==> src/rtl/rr_arb_mux.sv <==
// rr_arb_mux
// Registered N-channel arbitrating multiplexer with valid/ready handshakes.
// Selection is round-robin fair (sel_en=0) or forced to channel sel (sel_en=1).
// A single output register stage sustains one word per cycle.
//
// Ports
//   clk        rising-edge clock
//   reset      asynchronous, active-high reset
//   in_data    N*WIDTH  channel i at [i*WIDTH +: WIDTH]
//   in_valid   N        channel i presents a word
//   in_ready   N        one-hot (or zero) grant, qualified by output space
//   sel_en     1        forced mode enable
//   sel        SW       forced channel index
//   out_data   WIDTH    registered selected word
//   out_chan   SW       channel that supplied out_data
//   out_valid  1        output register holds a word
//   out_ready  1        downstream accepts the held word
module rr_arb_mux #(
    parameter int WIDTH = 32,
    parameter int N     = 4,
    localparam int SW   = (N > 1) ? $clog2(N) : 1
) (
    input  logic               clk,
    input  logic               reset,
    input  logic [N*WIDTH-1:0] in_data,
    input  logic [N-1:0]       in_valid,
    output logic [N-1:0]       in_ready,
    input  logic               sel_en,
    input  logic [SW-1:0]      sel,
    output logic [WIDTH-1:0]   out_data,
    output logic [SW-1:0]      out_chan,
    output logic               out_valid,
    input  logic               out_ready
);

    logic [WIDTH-1:0] out_data_q, out_data_d;
    logic [SW-1:0]    out_chan_q, out_chan_d;
    logic             out_valid_q, out_valid_d;
    logic [SW-1:0]    last_q, last_d;

    logic             load_ok;
    logic             found;
    logic [SW-1:0]    win;
    logic             accept;
    int               idx;

    assign load_ok = ~out_valid_q | out_ready;

    // Winner search. Round-robin scans from last+1 so the previous winner
    // has lowest priority; forced mode only considers an in-range sel.
    always_comb begin
        found = 1'b0;
        win   = '0;
        idx   = 0;
        if (sel_en) begin
            if (int'(sel) < N) begin
                if (in_valid[sel]) begin
                    found = 1'b1;
                    win   = sel;
                end
            end
        end else begin
            for (int off = 1; off <= N; off++) begin
                idx = (int'(last_q) + off) % N;
                if (!found && in_valid[idx]) begin
                    found = 1'b1;
                    win   = SW'(idx);
                end
            end
        end
    end

    // Grant is suppressed while reset is asserted, since the empty output
    // register would otherwise report space.
    assign accept = found & load_ok & ~reset;

    always_comb begin
        in_ready = '0;
        if (accept) begin
            in_ready[win] = 1'b1;
        end
    end

    always_comb begin
        out_data_d  = out_data_q;
        out_chan_d  = out_chan_q;
        out_valid_d = out_valid_q;
        last_d      = last_q;
        if (accept) begin
            out_data_d  = in_data[int'(win)*WIDTH +: WIDTH];
            out_chan_d  = win;
            out_valid_d = 1'b1;
            last_d      = win;
        end else if (out_ready) begin
            out_valid_d = 1'b0;
        end
    end

    always_ff @(posedge clk or posedge reset) begin
        if (reset) begin
            out_data_q  <= '0;
            out_chan_q  <= '0;
            out_valid_q <= 1'b0;
            last_q      <= SW'(N - 1);
        end else begin
            out_data_q  <= out_data_d;
            out_chan_q  <= out_chan_d;
            out_valid_q <= out_valid_d;
            last_q      <= last_d;
        end
    end

    assign out_data  = out_data_q;
    assign out_chan  = out_chan_q;
    assign out_valid = out_valid_q;

endmodule

==> config.mk <==
export PLATFORM = sky130hd
export DESIGN_NAME = rr_arb_mux
export DESIGN_NICKNAME = d
export VERILOG_FILES = /design/src/rtl/rr_arb_mux.sv
export SDC_FILE = /design/constraint.sdc
export NUM_CORES = 1
export LEC_CHECK = 0
export CORE_ASPECT_RATIO = 0.6
export CORE_MARGIN = 2
export CORE_UTILIZATION = 60
export DETAILED_ROUTE_END_ITERATION = 12
export DONT_BUFFER_PORTS = 1
export PLACE_DENSITY = 0.82
export SLEW_MARGIN = 20
export SYNTH_ARGS = -nofsm -noshare
export SYNTH_HDL_FRONTEND = slang
export SYNTH_SLANG_ARGS = --single-unit
==> constraint.sdc <==
create_clock -name clk -period 3.5 [get_ports clk]
set_clock_uncertainty 0.05 [all_clocks]
set_input_delay 0.7 -clock clk [delete_from_list [all_inputs] [get_ports clk]]
set_output_delay 0.7 -clock clk [all_outputs]
set_load 0.01 [all_outputs]
# Word level (Yosys, flattened, before mapping)
# Cells that the tools add are included.
# classes
order_cmp,7
bitwise_logic,9
n_addsub,4
n_reduce_logical,12
n_shift,1
muxes,34
# ops
cell,count
indexed part select 128 x 8 -> 32 bit,1
2-to-1 mux 1 bit,21
"less-than comparator 3 x 4 -> 1 bit, second input constant",4
2-to-1 mux 2 bit,6
binary-select mux 1 bit (select 2 bit),5
OR reduction 2 bit,4
"less-than comparator 2 x 3 -> 1 bit, second input constant",2
"adder 2 x 1 -> 2 bit, second input constant",2
"adder 2 bit, second input constant",2
"bitwise AND 1 bit, first input constant",4
logical AND 1 bit,4
2-to-1 mux 4 bit,1
zero test 1 bit,3
bitwise AND 1 bit,2
demux 1 bit (select 2 bit),1
">= comparator 2 x 1 -> 1 bit, second input constant",1
NOT 1 bit,2
nonzero test 2 bit,1
OR 1 bit,1
# totals
input_bits,138
elab_cells,71
register_bits,37
output_inout_bits,39

# Logic depth before layout (Yosys ltp)
# logic_depth
ltp_word,25
depth_mapped,7
ltp_nobuf,6

# Worst setup path before layout
# OpenSTA, ideal clock, no wires.
# synth_timing
kind,input to output
startpoint,in reset
endpoint,out in_ready[2]
n_path_buf,1
t_required_ps,2750
stages,4
path_slack_ps,349
arrival_time_ps,2401
cell_sequence,inv_1 nand3_1 clkbuf_1 nor3b_1
# synth_between
elab_chain_cells,3
# synth_rtl
item,line,source
from (decl),24,"input logic reset,"
NOT 1 bit,75,assign accept = found & load_ok & ~reset;
bitwise AND 1 bit,75,
2-to-1 mux 4 bit,79,if (accept) begin
to (decl),27,"output logic [N-1:0] in_ready,"
# No other way between the ends.

# Worst setup path after layout
# layout_timing
startpoint,reg last_q[1]
endpoint,out in_ready[2]
# layout_between
elab_chain_cells,23
elab_cells_between_ends,43
# layout_rtl
item,line,source
from (decl),39,"logic [SW-1:0] last_q, last_d;"
from (signal assigned),104,last_q <= SW'(N - 1);
from (signal assigned),109,last_q <= last_d;
adder 2 x 1 -> 2 bit,64,idx = (int'(last_q) + off) % N;
binary-select mux 1 bit (select 2 bit),65,if (!found && in_valid[idx]) begin
2-to-1 mux 1 bit (implied by the code) (2 in a row),65,
2-to-1 mux 1 bit,65,
2-to-1 mux 1 bit,55,if (sel_en) begin
zero test 1 bit,65,
logical AND 1 bit,65,
2-to-1 mux 1 bit,65,
(+6 left out),n/a,
logical AND 1 bit,65,
2-to-1 mux 2 bit,65,
2-to-1 mux 2 bit,55,
less-than comparator 2 x 3 -> 1 bit (implied by the code) / >= comparator 2 x 1 -> 1 bit (equally long branches),80,in_ready[win] = 1'b1;
logical AND 1 bit (implied by the code),80,
2-to-1 mux 1 bit (implied by the code),80,
demux 1 bit (select 2 bit),80,
2-to-1 mux 4 bit *,79,
# Every way passes the cells marked *; elsewhere a longest branch is shown, timed or not. The select of a mux whose other input is x is not followed.

==> summary.md <==
| Metric | Value |
|---|---|
| CTS resizes | `0` |
| #FFs+latches synth | `37` |
| Syn. warnings | `0` |
| Syn Inst Count | `152` |
| Syn Area/Cell | `around 16 um2` |
| Hold_ws | `between 0.4 and 0.5 ns` |
| Dominant cells by area after synthesis | `dfrtp_1 36%, mux4_1 19%, mux2_2 15%` |
| GP Congestion | `around 0.86` |
| Final antenna-violating net count | `0` |
| Core ar. | `0.00376 mm2` |
| Sw Share | `0.321` |
| Met3 GRT Util | `0.0764` |
| Cell taking the most area after synthesis | `dfrtp_1` |
| Post-DP HPWL | `about 4.7 mm` |
| DP Area | `0.00249 mm2` |
| Max-Cap Viols | `0` |
| Initial core utilization | `0.645` |
| Area grow syn2layout | `7.21%` |
| Cell variety after synth | `29` |
| NumNets Final | `around 300` |
| Min-delay worst type | `primary input to async pin` |
| Syn Nets | `290` |
| TritonRoute pass-1 iters | `4` |
| Worst R2R End | `out_data[27]$_DFFE_PP0P_` |
| Post-synth ARST share | `1.00` |
| FF-to-FF path depth | `7` |
| Gr ovfl total | `0` |
| Global-route wire length before repair | `8.55 mm` |
| CTS tree | `done` |
| Top Ports | `around 180` |
| Post-synth top flop | `dfrtp_1` |
| Startpoint Class | `flip-flop` |
| Fin area | `approximately 0.0026 mm2` |
| Setup crit end kind | `output port` |
| H-tree Lvls | `2` |
| Post-layout min period | `about 2.9 ns` |
| Pwr dens | `617 mW/mm2` |
| Endpoints failing setup | `0` |
| Initial DRC count | `39` |
| Final WL | `5.80 mm` |
| Reg-to-Reg Start | `last_q[1]$_DFFE_PP1P_` |
| Power Internal | `roughly 1.1 mW` |
| Critical path class | `flip-flop to output port` |
| Vias in the first global route | `1625` |
| Fin. max-slew vios | `0` |
| Unrepaired setup endpoints after global routing | `no` |
| Vias/cell | `about 7.3` |
| IO Port Bufs | `0` |
| WL/cell | `about 28 um` |
| Synthesized area | `around 0.0024 mm2` |
| Maximum fanout along the worst path | `21` |
| Worst-path clk slew | `approximately 0.070 ns` |
| Share of cells above drive strength 1 | `0.434` |
| GRT Resource Usage Total | `0.256` |
| Sum Neg Setup Slack | `0 ns` |
| Maximum vdd ir drop | `310 uV` |
| Clock power share | `0.235` |
| WP data arrival | `~2.1 ns` |
| Clk root buf | `clkbuf_8` |
| Layer with the highest usage | `met2` |
| Sink Count | `37` |
| WP data required | `2.75 ns` |
| Rel. slew slack | `0.682` |
| Seq/Total Area, Yosys | `0.382` |
| Die X-Extent | `~86 um` |
| M1 GR Usage | `0.309` |
| Initial antenna violation count | `1` |
| Period utilization | `0.824` |
| Longest Clk Path Bufs | `2` |
| Vert. Die Dim | `about 53 um` |
| DRC Markers | `0` |
| Worst Tran Pin Value | `between 0.4 and 0.5 ns` |
| Psw | `about 0.5 mW` |
| Row count | `17` |
| Outcome | `finished clean` |
| M2 GR Usage | `0.456` |
| F_max | `roughly 350 MHz` |
| Area share of the largest cell type after synthesis | `0.360` |
| Comb pwr share | `0.280` |
| Number of buffers created by CTS | `5` |
| Largest net degree at the start of global routing | `38` |
| Final hold vios | `0` |
| FF-to-FF setup slack | `slightly below 1 ns` |
| Commonest cells in the netlist | `35 x dfrtp_1, 32 x mux2_2, 18 x mux4_1, 14 x mux4_2` |
| Cell with the most instances after synthesis | `dfrtp_1` |
| Pleak | `~1.0 nW` |
| Vias | `roughly 1500` |
| Clock Latency Late Sink | `0.28 ns` |
| Post-synth EDFFs | `0` |
| Setup bufs post-CTS | `0` |
| Sequential power share | `0.485` |
| Cts hold-fix bufs | `0` |
| Die ar. | `roughly 0.0046 mm2` |
[per-stage QoR]
| stage | util | setup slack [ns] | power (mW) | std cells |
|---|---|---|---|---|
| after detailed placement | 0.660 | 0.745 | 1.24 | 198 |
| final | 0.692 | 0.615 | 1.61 | 207 |
| after CTS | 0.691 | 0.602 | 1.62 | 206 |
| after global placement | 0.660 | 0.795 | 1.20 | 198 |
| after floorplan | - | 0.349 | 1.14 | 152 |
| after global routing | 0.692 | 0.349 | 1.68 | 207 |
[kinds of logic (layout without fill, tap and decap cells)]
logic type / count (synthesis) / count (layout) / synth area share
other: 0 / 1 / 0
and+or+nand+nor: 18 / 18 / 0.0438
muxes: 66 / 66 / 0.481
DFF: 37 / 37 / 0.382
buffers and inverters: 16 / 23 / 0.0432
AOI/OAI and AO/OA: 15 / 15 / 0.0499
[critical path: stages, from the launching register on]
cell	delay [ns]
dfstp_2	0.55
inv_1	0.11
a311oi_1	0.24
o21ai_1	0.15
o21ai_4	0.09
buf_4	0.33
nor3b_1	0.23
buf_4	0.15
[registers in the layout (all words and copies together) (netlist names)]
register,flops
out_data,32
last_q,2
out_chan,2
out_valid,1
[cell type report]
type	count	area, um2
Multi-Input combinational cell	99	1410
Clock buffer	7	86.3
Sequential cell	37	928
Timing Repair Buffer	9	67.6
Fill cell	250	1160
Inverter	6	22.5
Tap cell	47	58.8
Antenna cell	1	2.50
Clock inverter	1	30.0
[metal layers]
metal  routed length (um)  vias to the layer above
met5                    0                        -
met4                   36                        0
met3                  501                        4
met2                 3160                       86
met1                 2100                      790
li1                     -                      638
[power by group through the flow]
stage	Clock, mW	Combinational [mW]	Sequential [mW]
floorplan	0	0.400	0.738
global placement	0	0.424	0.778
detailed placement	0	0.454	0.787
CTS	0.382	0.454	0.780
global route	0.402	0.491	0.792
finish	0.377	0.449	0.779
[cell usage in the layout (no fill, tap or decap)]
cell,count
dfrtp_1,35
mux2_2,32
mux4_1,18
mux4_2,14
buf_4,9
inv_1,6
clkbuf_8,6
a21oi_1,5
nand2_1,3
nor2_1,3
nor3_1,3
mux2i_1,2
nor3b_1,2
o21bai_1,2
nand2b_1,2
dfstp_2,2
diode_2,1
o2bb2ai_1,1
a311oi_1,1
o21ai_1,1
o21ai_4,1
nor4b_2,1
a21boi_2,1
o22ai_1,1
o41ai_4,1
nor4_1,1
nand3_2,1
o21ai_0,1
and2_1,1
and3b_1,1
bufinv_16,1
clkbuf_1,1
[worst max-delay path by stage]
stage,startpoint,cells past startpoint,end
2_1_floorplan,reset,4,in_ready[2]
3_3_place_gp,sel[0],7,in_ready[2]
3_5_place_dp,sel[0],7,in_ready[2]
4_1_cts,last_q[0]$_DFFE_PP1P_,7,in_ready[2]
5_1_grt,last_q[0]$_DFFE_PP1P_,7,in_ready[2]
6_report,last_q[1]$_DFFE_PP1P_,7,in_ready[2]
(Power assumes the default switching activity.)
